File: config.mk
export PLATFORM = sky130hd
export DESIGN_NAME = nitta_spi_slave_pu
export DESIGN_NICKNAME = d
export VERILOG_FILES = /design/src/rtl/nitta_spi_slave_pu.sv
export SDC_FILE = /design/constraint.sdc
export NUM_CORES = 1
export LEC_CHECK = 0
export CAP_MARGIN = 20
export CORE_ASPECT_RATIO = 0.75
export CORE_MARGIN = 2
export CORE_UTILIZATION = 50
export CTS_CLUSTER_SIZE = 10
export DETAILED_ROUTE_END_ITERATION = 10
export PLACE_DENSITY = 0.63
export SLEW_MARGIN = 20
export SYNTH_ARGS = -nofsm -noshare
export SYNTH_HDL_FRONTEND = slang
export SYNTH_SLANG_ARGS = --single-unit
File: constraint.sdc
create_clock -name clk -period 13.9 [get_ports clk]
set_input_delay 3.475 -clock clk [delete_from_list [all_inputs] [get_ports clk]]
set_output_delay 3.475 -clock clk [all_outputs]
set_load 0.03 [all_outputs]
File: src/rtl/nitta_spi_slave_pu.sv
// NITTA processing unit: double-buffered word channel between the computational core and an
// external SPI master (mode 0, MSB first). Buffer pairs swap on signal_cycle once cs is high.
module nitta_spi_slave_pu #(
    parameter int unsigned DATA_WIDTH     = 32,
    parameter int unsigned ATTR_WIDTH     = 4,
    parameter int unsigned SPI_DATA_WIDTH = 8,
    parameter int unsigned BUF_SIZE       = 8,
    parameter int unsigned BOUNCE_FILTER  = 1
) (
    input  logic                  clk,
    input  logic                  rst,
    input  logic                  signal_cycle,
    input  logic                  signal_wr,
    input  logic [DATA_WIDTH-1:0] data_in,
    input  logic [ATTR_WIDTH-1:0] attr_in,
    input  logic                  signal_oe,
    output logic [DATA_WIDTH-1:0] data_out,
    output logic [ATTR_WIDTH-1:0] attr_out,
    input  logic                  mosi,
    output logic                  miso,
    input  logic                  sclk,
    input  logic                  cs
);
    localparam int unsigned BYTES  = DATA_WIDTH / SPI_DATA_WIDTH;
    localparam int unsigned PTR_W  = $clog2(BUF_SIZE + 1);
    localparam int unsigned IDX_W  = (BUF_SIZE > 1) ? $clog2(BUF_SIZE) : 1;
    localparam int unsigned BIT_W  = (SPI_DATA_WIDTH > 1) ? $clog2(SPI_DATA_WIDTH) : 1;
    localparam int unsigned BYTE_W = (BYTES > 1) ? $clog2(BYTES) : 1;
    localparam int unsigned POS_W  = (DATA_WIDTH > 1) ? $clog2(DATA_WIDTH) : 1;
    localparam int unsigned FILT_W = $clog2(BOUNCE_FILTER + 1);

    localparam logic [PTR_W-1:0]          BUF_FULL  = PTR_W'(BUF_SIZE);
    localparam logic [SPI_DATA_WIDTH-1:0] FILL_BYTE = SPI_DATA_WIDTH'(8'hCC);
    localparam logic [DATA_WIDTH-1:0]     FILL_WORD = {BYTES{FILL_BYTE}};
    localparam logic [DATA_WIDTH-1:0]     MSB_MASK  = {1'b1, {(DATA_WIDTH - 1){1'b0}}};
    // Index 1 carries cs, index 0 carries sclk; both idle at their inactive levels.
    localparam logic [1:0]                IDLE_LVL  = 2'b10;

    logic unused_attr;
    assign unused_attr = ^attr_in;

    // ------------------------------------------------------------------ synchronisers
    logic [1:0]        sync1_q, sync2_q, filt_q, filt_prev_q;
    logic [FILT_W-1:0] filt_cnt_q [2];
    logic              mosi1_q, mosi2_q;

    always_ff @(posedge clk) begin
        if (rst) begin
            sync1_q       <= IDLE_LVL;
            sync2_q       <= IDLE_LVL;
            filt_q        <= IDLE_LVL;
            filt_prev_q   <= IDLE_LVL;
            filt_cnt_q[0] <= '0;
            filt_cnt_q[1] <= '0;
            mosi1_q       <= 1'b0;
            mosi2_q       <= 1'b0;
        end else begin
            sync1_q     <= {cs, sclk};
            sync2_q     <= sync1_q;
            filt_prev_q <= filt_q;
            mosi1_q     <= mosi;
            mosi2_q     <= mosi1_q;
            // A new level is accepted only after BOUNCE_FILTER consecutive differing samples.
            for (int i = 0; i < 2; i++) begin
                if (sync2_q[i] == filt_q[i]) begin
                    filt_cnt_q[i] <= '0;
                end else if (filt_cnt_q[i] == FILT_W'(BOUNCE_FILTER - 1)) begin
                    filt_q[i]     <= sync2_q[i];
                    filt_cnt_q[i] <= '0;
                end else begin
                    filt_cnt_q[i] <= filt_cnt_q[i] + 1'b1;
                end
            end
        end
    end

    logic sclk_rise, sclk_fall, cs_fall, cs_active;
    assign sclk_rise = filt_q[0] & ~filt_prev_q[0];
    assign sclk_fall = ~filt_q[0] & filt_prev_q[0];
    assign cs_fall   = ~filt_q[1] & filt_prev_q[1];
    assign cs_active = ~filt_q[1];

    // ------------------------------------------------------------------ buffers
    // bank_q selects the SPI-fill and core-write halves; the other halves face the
    // core-read and SPI-send sides respectively.
    logic [DATA_WIDTH-1:0] rx_mem [2][BUF_SIZE];
    logic [DATA_WIDTH-1:0] tx_mem [2][BUF_SIZE];
    logic                  bank_q;

    // ------------------------------------------------------------------ core side
    logic [PTR_W-1:0] rd_ptr_q, wr_ptr_q, rx_count_latched_q, tx_count_q;
    logic [PTR_W-1:0] rx_count_q;
    logic             swap_pending_q;
    logic             rd_valid, rd_hit, wr_hit, do_swap;

    assign rd_valid = rd_ptr_q < rx_count_latched_q;
    assign rd_hit   = signal_oe & rd_valid;
    assign wr_hit   = signal_wr & (wr_ptr_q != BUF_FULL);
    assign do_swap  = (signal_cycle | swap_pending_q) & ~cs_active;

    always_ff @(posedge clk) begin
        if (rst) begin
            bank_q             <= 1'b0;
            swap_pending_q     <= 1'b0;
            rd_ptr_q           <= '0;
            wr_ptr_q           <= '0;
            rx_count_latched_q <= '0;
            tx_count_q         <= '0;
        end else begin
            if (rd_hit) rd_ptr_q <= rd_ptr_q + 1'b1;
            if (wr_hit) wr_ptr_q <= wr_ptr_q + 1'b1;
            if (do_swap) begin
                bank_q             <= ~bank_q;
                swap_pending_q     <= 1'b0;
                rx_count_latched_q <= rx_count_q;
                tx_count_q         <= wr_ptr_q + PTR_W'(wr_hit);
                rd_ptr_q           <= '0;
                wr_ptr_q           <= '0;
            end else if (signal_cycle) begin
                swap_pending_q <= 1'b1;
            end
        end
    end

    always_ff @(posedge clk) begin
        if (wr_hit) tx_mem[bank_q][wr_ptr_q[IDX_W-1:0]] <= data_in;
    end

    always_comb begin
        data_out = '0;
        attr_out = '0;
        if (signal_oe) begin
            if (rd_valid) data_out = rx_mem[~bank_q][rd_ptr_q[IDX_W-1:0]];
            else          attr_out[0] = 1'b1;
        end
    end

    // ------------------------------------------------------------------ SPI receive
    logic [DATA_WIDTH-2:0] rx_shift_q;
    logic [BIT_W-1:0]      rx_bit_q;
    logic [BYTE_W-1:0]     rx_byte_q;
    logic                  rx_byte_done, rx_word_done;

    assign rx_byte_done = rx_bit_q == BIT_W'(SPI_DATA_WIDTH - 1);
    assign rx_word_done = cs_active & sclk_rise & rx_byte_done
                        & (rx_byte_q == BYTE_W'(BYTES - 1));

    // ------------------------------------------------------------------ SPI transmit
    logic [POS_W-1:0]      tx_pos_q, tx_pos_d;
    logic [PTR_W-1:0]      tx_word_q, tx_word_d;
    logic [DATA_WIDTH-1:0] tx_word_data;
    logic                  tx_bit_d, miso_q;

    always_comb begin
        tx_pos_d  = tx_pos_q;
        tx_word_d = tx_word_q;
        if (!cs_active) begin
            tx_pos_d  = '0;
            tx_word_d = '0;
        end else if (sclk_fall) begin
            if (tx_pos_q == POS_W'(DATA_WIDTH - 1)) begin
                tx_pos_d = '0;
                if (tx_word_q != BUF_FULL) tx_word_d = tx_word_q + 1'b1;
            end else begin
                tx_pos_d = tx_pos_q + 1'b1;
            end
        end
        tx_word_data = FILL_WORD;
        if (tx_word_d < tx_count_q) tx_word_data = tx_mem[~bank_q][tx_word_d[IDX_W-1:0]];
        tx_bit_d = |(tx_word_data & (MSB_MASK >> tx_pos_d));
    end

    always_ff @(posedge clk) begin
        if (rst) begin
            rx_shift_q <= '0;
            rx_bit_q   <= '0;
            rx_byte_q  <= '0;
            rx_count_q <= '0;
            tx_pos_q   <= '0;
            tx_word_q  <= '0;
            miso_q     <= 1'b0;
        end else begin
            tx_pos_q  <= tx_pos_d;
            tx_word_q <= tx_word_d;
            // Keeps the first bit preloaded while cs is high; afterwards tracks falling edges.
            miso_q    <= tx_bit_d;
            if (!cs_active) begin
                rx_bit_q  <= '0;
                rx_byte_q <= '0;
                if (do_swap) rx_count_q <= '0;
            end else begin
                if (cs_fall) rx_count_q <= '0;
                if (sclk_rise) begin
                    rx_shift_q <= {rx_shift_q[DATA_WIDTH-3:0], mosi2_q};
                    if (rx_byte_done) begin
                        rx_bit_q <= '0;
                        if (rx_byte_q == BYTE_W'(BYTES - 1)) rx_byte_q <= '0;
                        else                                  rx_byte_q <= rx_byte_q + 1'b1;
                    end else begin
                        rx_bit_q <= rx_bit_q + 1'b1;
                    end
                end
                if (rx_word_done && rx_count_q != BUF_FULL) rx_count_q <= rx_count_q + 1'b1;
            end
        end
    end

    always_ff @(posedge clk) begin
        if (rx_word_done && rx_count_q != BUF_FULL) begin
            rx_mem[bank_q][rx_count_q[IDX_W-1:0]] <= {rx_shift_q, mosi2_q};
        end
    end

    assign miso = miso_q & cs_active;

endmodule

Word-level counts from Yosys, hierarchy flattened --
Memories as Yosys holds them, arrays and structs flattened. Cells that the tools add are included.
Storage, ports and cells: output and inout port bits 37, input bits 44, register bits 78, RAM bits 1026, logic and storage cells 155, memories kept 3
Operators by class: order comparisons 8, bitwise logic cells 30, multiplexer cells 62, reduce and logical (&&, ||, !) cells 12, shift operators 1, $add $sub $neg 10, equal/unequal tests 9
Memories:
- rx_mem | words 2, bits a word 256, read ports 1, clocked after memory_dff 0, wr ports 1, line 86 | logic [DATA_WIDTH-1:0] rx_mem [2][BUF_SIZE];
- tx_mem | words 2, bits a word 256, read ports 1, clocked after memory_dff 0, wr ports 1, line 87 | logic [DATA_WIDTH-1:0] tx_mem [2][BUF_SIZE];
- filt_cnt_q | words 2, bits a word 1, read ports 2, clocked after memory_dff 0, wr ports 2, line 44 | logic [FILT_W-1:0] filt_cnt_q [2];
Operators with widths (number):
- two-way mux 256 bit | 2
- two-way mux 32 bit | 9
- binary-select mux 32 bit (select 3 bit) | 2
- demux 32 bit (select 3 bit) | 2
- two-way mux 1 bit | 34
- bitwise AND 32 bit | 1
- two-way mux 4 bit | 8
- OR reduction 32 bit | 1
- right shift 32 x 5 -> 32 bit (first input constant) | 1
- adder 4 x 1 -> 4 bit (second input constant) | 4
- greater-or-equal comparator 4 bit (second input constant) | 4
- NOT 3 -> 4 bit | 4
- two-way mux 5 bit | 3
- != test 4 bit (second input constant) | 3
- bitwise AND 1 bit | 10
- AND reduction 2 bit | 5
- < comparator 4 x 1 -> 1 bit (second input constant) | 2
- < comparator 4 bit | 2
- NOT 1 bit | 8
- bitwise OR 1 bit | 7
- adder 5 x 1 -> 5 bit (second input constant) | 1
- equality test 5 bit (second input constant) | 1
- adder 4 x 1 -> 4 bit | 1
- OR reduction 2 bit | 2
- 11 further kinds | 15

Depth between registers and ports, before layout --
Gate-level depths: netlist (run 1).
word-level depth 12, gate-level depth with buffers 21

Worst setup path before layout (run 1) --
Ideal clock, no wire load.
kind input -> output, start input signal_oe, end output attr_out[0], cell stages on the path 2, setup slack 6.284 ns, arrival 4.141 ns, path buffers 1, data required time 10.425 ns, cell sequence clkbuf_1 -> nor2b_1
Between the ends: longest elaborated chain between the ends 1
RTL lines:
- start, declared | line 16 | input logic signal_oe,
- two-way mux 1 bit | line 132 | if (signal_oe) begin
- end, declared | line 18 | output logic [ATTR_WIDTH-1:0] attr_out,
No other way between the ends.

Worst setup path in the final report (run 1) --
start input signal_oe, end output data_out[2]
Between the ends: longest elaborated chain between the ends 1
RTL lines:
- two-way mux 32 bit | line 132
- end, declared | line 17 | output logic [DATA_WIDTH-1:0] data_out,
No other way between the ends.

==> impl_metrics.py, run 1 <==
metrics = {
    "setup_path": {
        "cp_cell_sequence": "clkdlybuf4s50_1 > buf_4 > and3_1 > clkdlybuf4s50_1",
        "crit_fanout": 35,
        "critPathSlowestCell": "clkdlybuf4s50_1",
        "arrival_ps": 5220,
        "required_ps": 10430,
        "cpPeakStageDelay_ps": 700,
        "crit_path_end_kind": "output pin",
        "crit_top_cell": "clkdlybuf4s50_1",
        "critPathKind": "in -> out",
        "critPathLaunchType": "input pin",
    },
    "sta": {
        "achievable-frequency_ghz": 0.1150,
        "hold_ws_ps": 410.2,
        "timing.final.crit_share_pct": 62.55,
        "rsz0062_at_grt": "false",
        "drv_slew": 0,
        "tns_ps": 0,
        "fin_skew_ps": 20.76,
        "slew_headroom_pct": 27.84,
        "finalSetupViolCount": 0,
        "period_needed_ps": 8694,
        "final.setup.worst_slack_ps": 5206,
        "finalHoldViolCount": 0,
        "tightest_slew_ps": 1074,
    },
    "worst_hold_path": {
        "hold_path.class": "reg -> reg",
    },
    "yosys": {
        "synth.distinct_cells": 73,
        "synth_area_per_cell_um2": 19.16,
        "synth.top_cell.area_share_pct": 71.41,
        "ys_seq_area_share_pct": 75.03,
        "syn_area_um2": 43140,
        "yosysTopAreaCell": "edfxtp_1",
        "ys_top_cells_by_area": "edfxtp_1 71%, mux4_2 13%, dfxtp_1 3.6%",
        "synthFlopType": "edfxtp_1",
        "synth_enable_flop_cells": 1026,
        "ys_ff_latch": 1104,
        "synthCells": 2252,
        "ys_async_sr_fraction_pct": 0,
        "yosysWarnings": 0,
    },
    "drt": {
        "routed_wl_um": 99430,
        "vias_per_cell": 6.013,
        "first_pass_iters": 7,
        "ant_nets": 0,
        "avgRoutedWirePerCell_um": 27.51,
        "drtIter0Drc": 2616,
        "drc": 0,
        "vias": 21731,
    },
    "placed_design": {
        "place_inst": 3396,
        "place_hpwl_um": 50960,
        "numPortBuffers": 73,
        "placed_cell_area_um2": 45410,
        "place_congestion": 0.8104,
        "pre_cts_ws_ps": 5197,
    },
    "floorplan": {
        "die_h_um": 258.4,
        "start_util_pct": 50.38,
        "core-area_um2": 85640,
        "fp-row-count": 93,
        "num_io_pins": 81,
        "dieArea_um2": 88680,
        "die-width_um": 343.2,
    },
    "cts": {
        "cts.sinks": 1104,
        "path_clk_slew_ps": 50,
        "clock_path_buffers": 3,
        "cts_htree_levels": 3,
        "numCtsBuffers": 121,
        "cts_hold_buf": 0,
        "cts_tree": "yes",
        "clk-insertion-delay-late_ps": 680,
        "postCtsSetupBuffers": 0,
        "cts_resized": 0,
        "cts_root_buf": "clkbuf_16",
    },
    "grt": {
        "antenna_found_initial": 2,
        "grt_overflow": 0,
        "grt_pass1_wl_um": 146600,
        "grt_max_degree": 96,
        "grt_pass1_vias": 22065,
        "gr-usage-all-layers_pct": 22.71,
    },
    "final_layout": {
        "fin_util_pct": 57.02,
        "nNetsFinal": 2443,
        "final_cell_mix": "1,026 x edfxtp_1, 255 x mux4_2, 208 x nand2_1, 121 x clkbuf_16, 88 x clkbuf_1",
        "drive_above_1_share_pct": 20.22,
        "final_cell_area_um2": 48830,
        "final_common_cell": "edfxtp_1",
        "area_growth_pct": 13.18,
        "stdcell_count": 3614,
    },
    "run": {
        "cap_violations": 0,
    },
    "pwr": {
        "power_switching_share_pct": 19.88,
        "power.share.clock_pct": 42.1,
        "ir_worst_vdd_uv": 117.2,
        "powerDensity_nw_per_um2": 136.4,
        "power.total_mw": 6.663,
        "p_sw_mw": 1.324,
        "internal-power_mw": 5.338,
        "pwr-share-comb_pct": 3.3,
        "p_leak_nw": 15.26,
        "pwr-share-seq_pct": 54.6,
    },
    "run_status": {
        "outcome": "finished, final reports clean",
    },
}
[critical path, delay by kind of cell]
kind	cells	cell delay, ps
and+or+nand+nor	1	240
buffers and inverters	3	1500
[flip-flops by register name, summed over array words and instances (netlist names), 3 cells and up]
signal / flops
rd_ptr_q: 4
rx_bit_q: 3
rx_count_latched_q: 4
rx_count_q: 4
rx_mem: 512
rx_shift_q: 31
tx_count_q: 4
tx_mem: 512
tx_pos_q: 5
tx_word_q: 4
wr_ptr_q: 4
[cells in the mapped netlist, drive strengths merged, types with 4 or more instances]
library cell and number:
a22oi 13, edfxtp 1026, buf 66, a21oi 89, inv 21, nand4 10
nor2 70, a21o 6, mux2 5, o21ai 15, nand2b 8, nor2b 16
clkbuf 62, nand3 39, mux2i 50, or2 5, o211ai 7, xor2 8
nor4 19, dfxtp 78, nand2 208, mux4 257, a31oi 7, or4 4
ha 20, and3 34, nor3 39, a211oi 11
[metal layers]
metal / share of wire (%) / up-vias / global-route usage [%]
met5: 0.027 / - / 0
met1: 44 / 11362 / 34.24
met4: 2.0 / 4 / 5.895
li1: - / 9369 / -
met3: 7.0 / 159 / 3.815
met2: 47 / 837 / 34.87
[area by class of cell]
type | instances | area (µm²)
inverter | 21 | 81.33
timing repair buffer | 127 | 1156
multi-input combinational | 1004 | 10370
sequential | 1104 | 32380
clock inverter | 8 | 51.30
antenna | 1 | 2.502
tap | 1140 | 1426
clock buffer | 209 | 3358
fill | 6379 | 36810
[power by group through the flow]
stage | Combinational, mW | Sequential (mW) | Clock (mW)
after floorplan | 0.149 | 3.70 | 0
after global placement | 0.219 | 3.70 | 0
after detailed placement | 0.223 | 3.70 | 0
after CTS | 0.224 | 3.64 | 2.86
after global routing | 0.238 | 3.64 | 2.99
final | 0.221 | 3.64 | 2.81
[cell families after synthesis]
family | synth area share, %
other | 0.01741
and+or+nand+nor | 5.046
buffers and inverters | 1.581
DFF | 75.03
xor gates and xnor gates | 0.2233
AOI/OAI and AO/OA | 2.770
adders and majority gates | 0.5800
muxes | 14.75
[worst paths after layout]
path | from | endpoint | slack, ps | depth (start not counted)
hold reg to reg | sync1_q[1] | sync2_q[1] | 410 | 1
setup reg to reg | tx_pos_q[1] | miso_q | 8180 | 17
hold / removal | sync1_q[1] | sync2_q[1] | 410 | 1
setup / recovery | signal_oe | data_out[2] | 5210 | 4
No activity file was read; power rests on OpenSTA's default activity.
==> inputs of run 2 (changes only) <==
clock period = 8.7 ns   (was 13.9 ns; I/O delays follow)
==> run 2 against run 1 <==
Effect of this change:
- utilization rose by 0.12 points
- critical path depth stayed put
- clock skew grew 0.87 ps
- final area increased by 0.21%
- global-route usage increased by 0.16 points
- critical path type unchanged
- critical endpoint is now data_out[8]
- largest power group unchanged
==> impl_metrics.py, run 2 (synthesis results as in run 1) <==
metrics = {
    "grt": {
        "grt_max_degree": 95,
        "grt_overflow": 0,
        "grt_pass1_vias": 22317,
        "antenna_found_initial": 2,
        "grt_pass1_wl_um": 146800,
        "gr-usage-all-layers_pct": 22.87,
    },
    "pwr": {
        "power_switching_share_pct": 19.96,
        "p_leak_nw": 15.30,
        "power.share.clock_pct": 42.6,
        "pwr-share-seq_pct": 54.2,
        "pwr-share-comb_pct": 3.2,
        "p_sw_mw": 2.141,
        "internal-power_mw": 8.587,
        "powerDensity_nw_per_um2": 219.2,
        "power.total_mw": 10.73,
        "ir_worst_vdd_uv": 152.0,
    },
    "sta": {
        "finalSetupViolCount": 0,
        "achievable-frequency_ghz": 0.1489,
        "fin_skew_ps": 21.64,
        "finalHoldViolCount": 0,
        "rsz0062_at_grt": "false",
        "timing.final.crit_share_pct": 77.18,
        "tightest_slew_ps": 1116,
        "period_needed_ps": 6714,
        "drv_slew": 0,
        "slew_headroom_pct": 25.00,
        "hold_ws_ps": 406.2,
        "tns_ps": 0,
    },
    "final_layout": {
        "final_common_cell": "edfxtp_1",
        "stdcell_count": 3616,
        "drive_above_1_share_pct": 20.32,
        "area_growth_pct": 13.42,
        "nNetsFinal": 2442,
        "final_cell_mix": "1,026 x edfxtp_1, 255 x mux4_2, 208 x nand2_1, 123 x clkbuf_16, 90 x clkbuf_1",
        "fin_util_pct": 57.14,
    },
    "setup_path": {
        "crit_fanout": 28,
        "critPathKind": "in -> out",
        "reg2reg_setup_slack_ps": 2750,
        "arrival_ps": 4540,
        "startpoint": "signal_oe",
        "cpPeakStageDelay_ps": 1180,
        "cp_cell_sequence": "clkdlybuf4s50_1 > buf_4 > and3_1 > clkdlybuf4s50_1",
        "critPathLaunchType": "input pin",
        "r2r_start": "tx_pos_q[1]",
        "path_buf_inv": 3,
        "required_ps": 6530,
        "crit_family": "buffers and inverters",
        "critPathSlowestCell": "clkdlybuf4s50_1",
        "crit_top_cell": "clkdlybuf4s50_1",
        "crit_path_end_kind": "output pin",
    },
    "cts": {
        "cts_resized": 0,
        "postCtsSetupBuffers": 0,
        "cts_hold_buf": 0,
        "path_clk_slew_ps": 60,
        "cts.sinks": 1104,
        "cts_tree": "yes",
        "clk-insertion-delay-late_ps": 690,
        "numCtsBuffers": 121,
        "cts_htree_levels": 3,
        "cts_root_buf": "clkbuf_16",
        "clock_path_buffers": 3,
    },
    "placed_design": {
        "place_congestion": 0.8197,
        "place_inst": 3395,
        "numPortBuffers": 73,
        "place_hpwl_um": 50500,
    },
    "floorplan": {
        "num_io_pins": 81,
        "die_h_um": 258.4,
        "core-area_um2": 85640,
        "fp-row-count": 93,
        "die-width_um": 343.2,
        "start_util_pct": 50.38,
        "dieArea_um2": 88680,
    },
    "worst_hold_path": {
        "hp-start": "sync1_q[1]",
        "hold_path.class": "reg -> reg",
    },
    "drt": {
        "routed_wl_um": 100200,
        "avgRoutedWirePerCell_um": 27.70,
        "ant_nets": 0,
        "drc": 0,
        "drtIter0Drc": 2341,
        "vias_per_cell": 6.070,
        "vias": 21950,
        "first_pass_iters": 5,
    },
    "run_status": {
        "outcome": "finished, final reports clean",
    },
    "run": {
        "cap_violations": 0,
    },
}
-- run 2: path summary, 6_finish.rpt --
path / depth (start not counted) / end
max: 4 / data_out[8]
min: 1 / sync2_q[1]
max reg2reg: 17 / miso_q
min reg2reg: 1 / sync2_q[1]
-- run 2: metrics by stage --
| step | cell area [µm²] | setup WS (ps) |
|---|---|---|
| 3_3_place_gp | 45420 | 2102 |
| 2_1_floorplan | 43160 | 3498 |
| 4_1_cts | 48930 | 2029 |
| 5_1_grt | 48930 | 1947 |
| 6_report | 48930 | 1986 |
| 3_5_place_dp | 45420 | 2031 |
-- run 2: routing by layer --
metal	vias up	track usage, %	share of wire (%)
li1	9386	-	-
met1	11588	33.75	43
met2	832	34.95	47
met3	142	4.768	7.5
met4	2	6.465	2.2
met5	-	0	0.011
-- run 2: area by class of cell --
| class | instances | area (µm²) |
|---|---|---|
| inverter | 21 | 81.33 |
| tap | 1140 | 1426 |
| antenna | 1 | 2.502 |
| timing repair buffer | 126 | 1161 |
| clock buffer | 214 | 3430 |
| clock inverter | 6 | 78.83 |
| multi-input combinational | 1004 | 10370 |
| sequential | 1104 | 32380 |
| fill | 6456 | 36710 |
-- run 2: power groups by stage --
stage | logic (mW) | registers, mW | clock network, mW
3_3_place_gp | 0.340 | 5.92 | 0
5_1_grt | 0.370 | 5.82 | 4.85
3_5_place_dp | 0.347 | 5.93 | 0
2_1_floorplan | 0.239 | 5.91 | 0
4_1_cts | 0.348 | 5.82 | 4.65
6_report | 0.345 | 5.82 | 4.57
-- run 2: worst reg2reg max path, stage by stage (launching register included) --
cell and delay (ps):
dfxtp_1 420, ha_1 260, and3_1 180, ha_1 340
and3b_4 280, mux2i_4 210, buf_4 570, inv_4 500
ha_1 380, a211oi_1 200, nand2_1 110, nor3_1 520
o211ai_1 490, nor3_1 340, nor4_1 120, or4_1 520
nor4_1 180, a41oi_1 150
